## src/rtl/click_pkg.sv

```systemverilog
// Shared types and defaults for the click arbiter.
//   db_state_e : per-button debounce FSM states
//   grant_e    : arbiter grant encoding
//   DEF_*      : default parameter values
//   stab_w()   : stability counter width for a given debounce length
package click_pkg;

    localparam int unsigned DEF_CNT_W     = 8;
    localparam int unsigned DEF_DB_CYCLES = 120000;

    typedef enum logic [1:0] {
        DB_RELEASED,
        DB_PRESS_WAIT,
        DB_PRESSED,
        DB_RELEASE_WAIT
    } db_state_e;

    typedef enum logic [1:0] {
        GNT_NONE,
        GNT_UP,
        GNT_DN
    } grant_e;

    // clog2 of the debounce length, never narrower than one bit
    function automatic int unsigned stab_w(input int unsigned cycles);
        return (cycles > 1) ? $clog2(cycles) : 1;
    endfunction

endpackage

```

## src/rtl/button_debounce.sv

```systemverilog
// Two-flop synchronizer followed by a debounce FSM for one raw button.
//   clk   : system clock
//   rst   : synchronous active-high reset
//   btn   : raw asynchronous, bouncy button (1 = pressed)
//   click : registered one-cycle pulse when a press is accepted
module button_debounce
    import click_pkg::*;
#(
    parameter int unsigned DB_CYCLES = DEF_DB_CYCLES
) (
    input  logic clk,
    input  logic rst,
    input  logic btn,
    output logic click
);

    localparam int unsigned   SW   = stab_w(DB_CYCLES);
    localparam logic [SW-1:0] LAST = SW'(DB_CYCLES - 1);

    logic          sync_a;
    logic          sync_b;
    db_state_e     state;
    db_state_e     state_nxt;
    logic [SW-1:0] stab;
    logic [SW-1:0] stab_nxt;
    logic          click_nxt;

    // synchronizer
    always_ff @(posedge clk) begin
        if (rst) begin
            sync_a <= 1'b0;
            sync_b <= 1'b0;
        end else begin
            sync_a <= btn;
            sync_b <= sync_a;
        end
    end

    // state, stability counter and click register
    always_ff @(posedge clk) begin
        if (rst) begin
            state <= DB_RELEASED;
            stab  <= '0;
            click <= 1'b0;
        end else begin
            state <= state_nxt;
            stab  <= stab_nxt;
            click <= click_nxt;
        end
    end

    // next-state: any opposite sample in a wait state is a bounce and aborts
    always_comb begin
        state_nxt = state;
        stab_nxt  = stab;
        click_nxt = 1'b0;
        case (state)
            DB_RELEASED: begin
                if (sync_b) begin
                    state_nxt = DB_PRESS_WAIT;
                    stab_nxt  = '0;
                end
            end
            DB_PRESS_WAIT: begin
                if (!sync_b) begin
                    state_nxt = DB_RELEASED;
                    stab_nxt  = '0;
                end else if (stab == LAST) begin
                    state_nxt = DB_PRESSED;
                    stab_nxt  = '0;
                    click_nxt = 1'b1;
                end else begin
                    stab_nxt = stab + SW'(1);
                end
            end
            DB_PRESSED: begin
                if (!sync_b) begin
                    state_nxt = DB_RELEASE_WAIT;
                    stab_nxt  = '0;
                end
            end
            DB_RELEASE_WAIT: begin
                if (sync_b) begin
                    state_nxt = DB_PRESSED;
                    stab_nxt  = '0;
                end else if (stab == LAST) begin
                    state_nxt = DB_RELEASED;
                    stab_nxt  = '0;
                end else begin
                    stab_nxt = stab + SW'(1);
                end
            end
            default: begin
                state_nxt = DB_RELEASED;
                stab_nxt  = '0;
            end
        endcase
    end

endmodule

```

## src/rtl/click_arbiter.sv

```systemverilog
// Two debounced buttons share one up/down counter through a round-robin arbiter.
//   clk    : system clock
//   rst    : synchronous active-high reset
//   btn_up : raw increment button
//   btn_dn : raw decrement button
//   cnt    : shared counter (registered)
//   wrap   : one-cycle pulse while cnt shows a wrapped value
//   busy   : high while either request is pending
module click_arbiter
    import click_pkg::*;
#(
    parameter int unsigned DB_CYCLES = DEF_DB_CYCLES,
    parameter int unsigned CNT_W     = DEF_CNT_W
) (
    input  logic             clk,
    input  logic             rst,
    input  logic             btn_up,
    input  logic             btn_dn,
    output logic [CNT_W-1:0] cnt,
    output logic             wrap,
    output logic             busy
);

    localparam logic [CNT_W-1:0] CNT_MAX = '1;

    logic             click_up;
    logic             click_dn;
    logic             pend_up;
    logic             pend_dn;
    logic             pend_up_nxt;
    logic             pend_dn_nxt;
    grant_e           grant;
    grant_e           last_grant;
    logic [CNT_W-1:0] cnt_nxt;
    logic             wrap_nxt;

    button_debounce #(.DB_CYCLES(DB_CYCLES)) u_db_up (
        .clk   (clk),
        .rst   (rst),
        .btn   (btn_up),
        .click (click_up)
    );

    button_debounce #(.DB_CYCLES(DB_CYCLES)) u_db_dn (
        .clk   (clk),
        .rst   (rst),
        .btn   (btn_dn),
        .click (click_dn)
    );

    // grant selection, pending update (a new click beats a same-cycle clear), counter math
    always_comb begin
        grant    = GNT_NONE;
        cnt_nxt  = cnt;
        wrap_nxt = 1'b0;
        if (pend_up && pend_dn) begin
            grant = (last_grant == GNT_UP) ? GNT_DN : GNT_UP;
        end else if (pend_up) begin
            grant = GNT_UP;
        end else if (pend_dn) begin
            grant = GNT_DN;
        end

        pend_up_nxt = click_up | (pend_up & (grant != GNT_UP));
        pend_dn_nxt = click_dn | (pend_dn & (grant != GNT_DN));

        case (grant)
            GNT_UP: begin
                cnt_nxt  = cnt + CNT_W'(1);
                wrap_nxt = (cnt == CNT_MAX);
            end
            GNT_DN: begin
                cnt_nxt  = cnt - CNT_W'(1);
                wrap_nxt = (cnt == '0);
            end
            default: ;
        endcase
    end

    // registered counter, flags and status
    always_ff @(posedge clk) begin
        if (rst) begin
            cnt        <= '0;
            wrap       <= 1'b0;
            busy       <= 1'b0;
            pend_up    <= 1'b0;
            pend_dn    <= 1'b0;
            last_grant <= GNT_DN;
        end else begin
            cnt     <= cnt_nxt;
            wrap    <= wrap_nxt;
            pend_up <= pend_up_nxt;
            pend_dn <= pend_dn_nxt;
            busy    <= pend_up_nxt | pend_dn_nxt;
            if (grant != GNT_NONE) begin
                last_grant <= grant;
            end
        end
    end

endmodule

```

## config.mk

```make
export PLATFORM = sky130hd
export DESIGN_NAME = click_arbiter
export DESIGN_NICKNAME = d
export VERILOG_FILES = /design/src/rtl/click_pkg.sv /design/src/rtl/button_debounce.sv /design/src/rtl/click_arbiter.sv
export SDC_FILE = /design/constraint.sdc
export NUM_CORES = 1
export LEC_CHECK = 0
export ABC_AREA = 1
export BUFFER_PORTS_ARGS = -buffer_cell sky130_fd_sc_hd__buf_2
export CAP_MARGIN = 25
export CORE_UTILIZATION = 43
export DETAILED_ROUTE_END_ITERATION = 7
export PLACE_DENSITY = 0.7
export RECOVER_POWER = 50
export SLEW_MARGIN = 20
export SYNTH_ARGS = -nofsm -noshare
export SYNTH_HDL_FRONTEND = slang
export SYNTH_SLANG_ARGS = --single-unit
```

## constraint.sdc

```tcl
create_clock -name clk -period 1.7 [get_ports clk]
set_input_delay 0.34 -clock clk [delete_from_list [all_inputs] [get_ports clk]]
set_output_delay 0.34 -clock clk [all_outputs]
set_load 0.05 [all_outputs]
```

==> results_dict.tcl <==
set metrics [dict create \
    skew_ps 12.7 \
    viasPerCell 5.34 \
    nets 509 \
    numCtsBuffers 9 \
    layout-drive-gt1-share_pct 23.5 \
    ir_drop_v 0.000574 \
    crit_required_ps 1980 \
    synth_top_area_share_pct 36.9 \
    die_h_microns 87.6 \
    p_per_area_nw_per_um2 760 \
    synth_area_leaders "dfxtp_1 37%, nand2_1 12%, inv_1 7.4%" \
    rows 30 \
    grt_overflow_total 0 \
    antenna_found_initial 0 \
    status "complete, but fails checks" \
    clock_latency_ps 350 \
    cts_tree "yes" \
    ys_seq_elements 58 \
    violations "setup timing" \
    fmax_ghz 0.577 \
    path_clk_slew_ps 80 \
    area_delta_synth_final_pct 23.6 \
    hpwlAfterDp_microns 4950 \
    avgSynthCellArea_sq_um 6.78 \
    ant_nets 0 \
    r2r_cells 11 \
    drc 0 \
    hold_viol 0 \
    wl_per_cell_microns 12.7 \
    ios 14 \
    dr.first_iter.drc_count 214 \
    coreArea_sq_um 6940 \
    die_x_microns 87.6 \
    portBuffers 13 \
    cpPeakStageDelay_ps 370 \
    synth-warning-count 0 \
    tightest_slew_ps 529 \
    power_mw 2.96 \
    synthCells 464 \
    n_antenna_cell 0 \
    regArea_sq_um 1180 \
    yosysSeqAreaShare_pct 36.9 \
    synthArstFlopShare_pct 0 \
    syn_nets 471 \
    grt_setup_unrepaired "yes" \
    final_cell_mix "95 x nand2_1, 59 x inv_1, 47 x dfxtp_1, 36 x a21oi_1, 33 x nor2_1" \
    fill_cells 640 \
    final_common_cell "nand2_1" \
    worstHoldPathCells 3 \
    netlist_area_sq_um 3150 \
    cp_cell_sequence "ha_4, nand2_4, nor2_4, nand2_4, nor2_4, nand2_4, nor2_4, nand4_1, o21bai_1, nand2_1, a21oi_1" \
    startpoint_type "flop" \
    path_class "flop to flop" \
    cts_buffer_depth 2 \
    drt_wl_total_microns 7640 \
    clock_sinks 58 \
    place_congestion 0.927 \
    maxCapViolCount 0 \
    grt_max_degree 31 \
    htreeDepth 3 \
    critical_path.slowest_cell "dfxtp_2" \
    grt_pass1_wl_microns 12500 \
    drv_slew 0 \
    fin_crit_sh_pct 102 \
    die-area_sq_um 7670 \
    relSlewSlack_pct 64.7 \
    timing.final.crit_period_ps 1730 \
    p_leak_nw 1.52 \
    finalSetupViolations 1 \
    setup_ws_ps -32.9 \
    grt_usage_pct 20.7 \
    cts_root_buf "clkbuf_8" \
    synth_edf_count 0 \
    synth_top_cell_by_area "dfxtp_1" \
    critPathMaxFanout 5 \
    vias 3222 \
    hold_class "input port to flop" \
    final_util_pct 56.1 \
    drt_pass1_iterations 5 \
    synth_cell_types 41 \
    endpoint_kind "flop" \
    multi_input_area_sq_um 1820 \
    initial_core_util_pct 45.3 \
    grt_pass1_vias 2878 \
    arrival_ps 2010 \
    synthFlopType "dfxtp_1" \
]
-- registers in the layout, indices dropped and copies added, names as in the netlist, 2 cells and up, named ones only --
register / cells
cnt: 8
u_db_up.stab: 17
u_db_dn.stab: 17
last_grant: 2
-- metal layers --
metal	global-route usage, %	share of wire, %	vias to the layer above
met5	0	0	-
met2	34.4	47	118
met1	25.5	44	1487
li1	-	-	1604
met4	9.09	1.6	0
met3	5.18	6.9	13
-- where the power goes --
part           internal (mW)  switching (mW)  total (mW)  leakage (nW)
logic                 0.0423           0.124       0.167         0.936
registers               1.37         0.00912        1.38         0.475
clock network          0.821           0.593        1.41         0.105
total                   2.23           0.727        2.96          1.52
-- layout make-up --
| class | count | share of cell area (%) |
|---|---|---|
| timing repair buffer | 41 | 7.59 |
| inverter | 64 | 6.46 |
| multi-input combinational | 328 | 46.8 |
| sequential | 58 | 30.4 |
| clock inverter | 7 | 2.41 |
| tap | 96 | 3.09 |
| clock buffer | 9 | 3.18 |
-- worst paths after layout --
check,from,end,slack (ps)
min,btn_up,u_db_up.sync_a,200
max reg2reg,u_db_up.stab[1],u_db_up.stab[12],-30
max,u_db_up.stab[1],u_db_up.stab[12],-30
min reg2reg,u_db_up.sync_a,u_db_up.sync_b,410
-- cells by family after synthesis --
family | count (synthesis) | share of synthesized area [%]
adders and majority gates | 3 | 1.19
xor gates and xnor gates | 10 | 3.38
and+or+nand+nor | 231 | 33.7
DFF | 58 | 36.9
buffers and inverters | 78 | 10.3
AOI/OAI and AO/OA | 84 | 14.6
-- repair_timing --
item	4_1_cts	5_1_grt
buffers inserted	0	10
hold buffers	0	0
resized for setup	2	62
endpoints found under the setup margin	6	39
pin swaps	0	18
-- synth_stat cells, drive strengths merged (2+ instances only) --
cell type / count
nor3: 19
inv: 64
o211ai: 2
a22oi: 4
ha: 3
nand3: 33
o22ai: 2
buf: 8
a21oi: 38
nand2: 110
o21ai: 31
nor2: 44
nor3b: 2
nand4: 14
nor4: 5
a211oi: 2
or2: 2
xnor2: 4
clkbuf: 6
dfxtp: 58
xor2: 6
-- critical path: cells and delay by family (launching register included) --
family	cells	cell delay (ps)
and+or+nand+nor	8	850
AOI/OAI and AO/OA	2	270
adders and majority gates	1	160
DFF	1	370
-- per-stage QoR --
step                std cells  setup TNS (ps)  instance area, sq um  hold WS [ps]  setup WS, ps
floorplan                 464               0                  3150           388          22.0
global route              603            -556                  3890           211          -106
CTS                       593               0                  3610           200          1.62
finish                    603           -32.9                  3890           202         -32.9
detailed placement        577           -67.5                  3390           407         -33.5
global placement          577               0                  3390           402          35.2
Note: power is estimated with default switching activity, not from simulation.
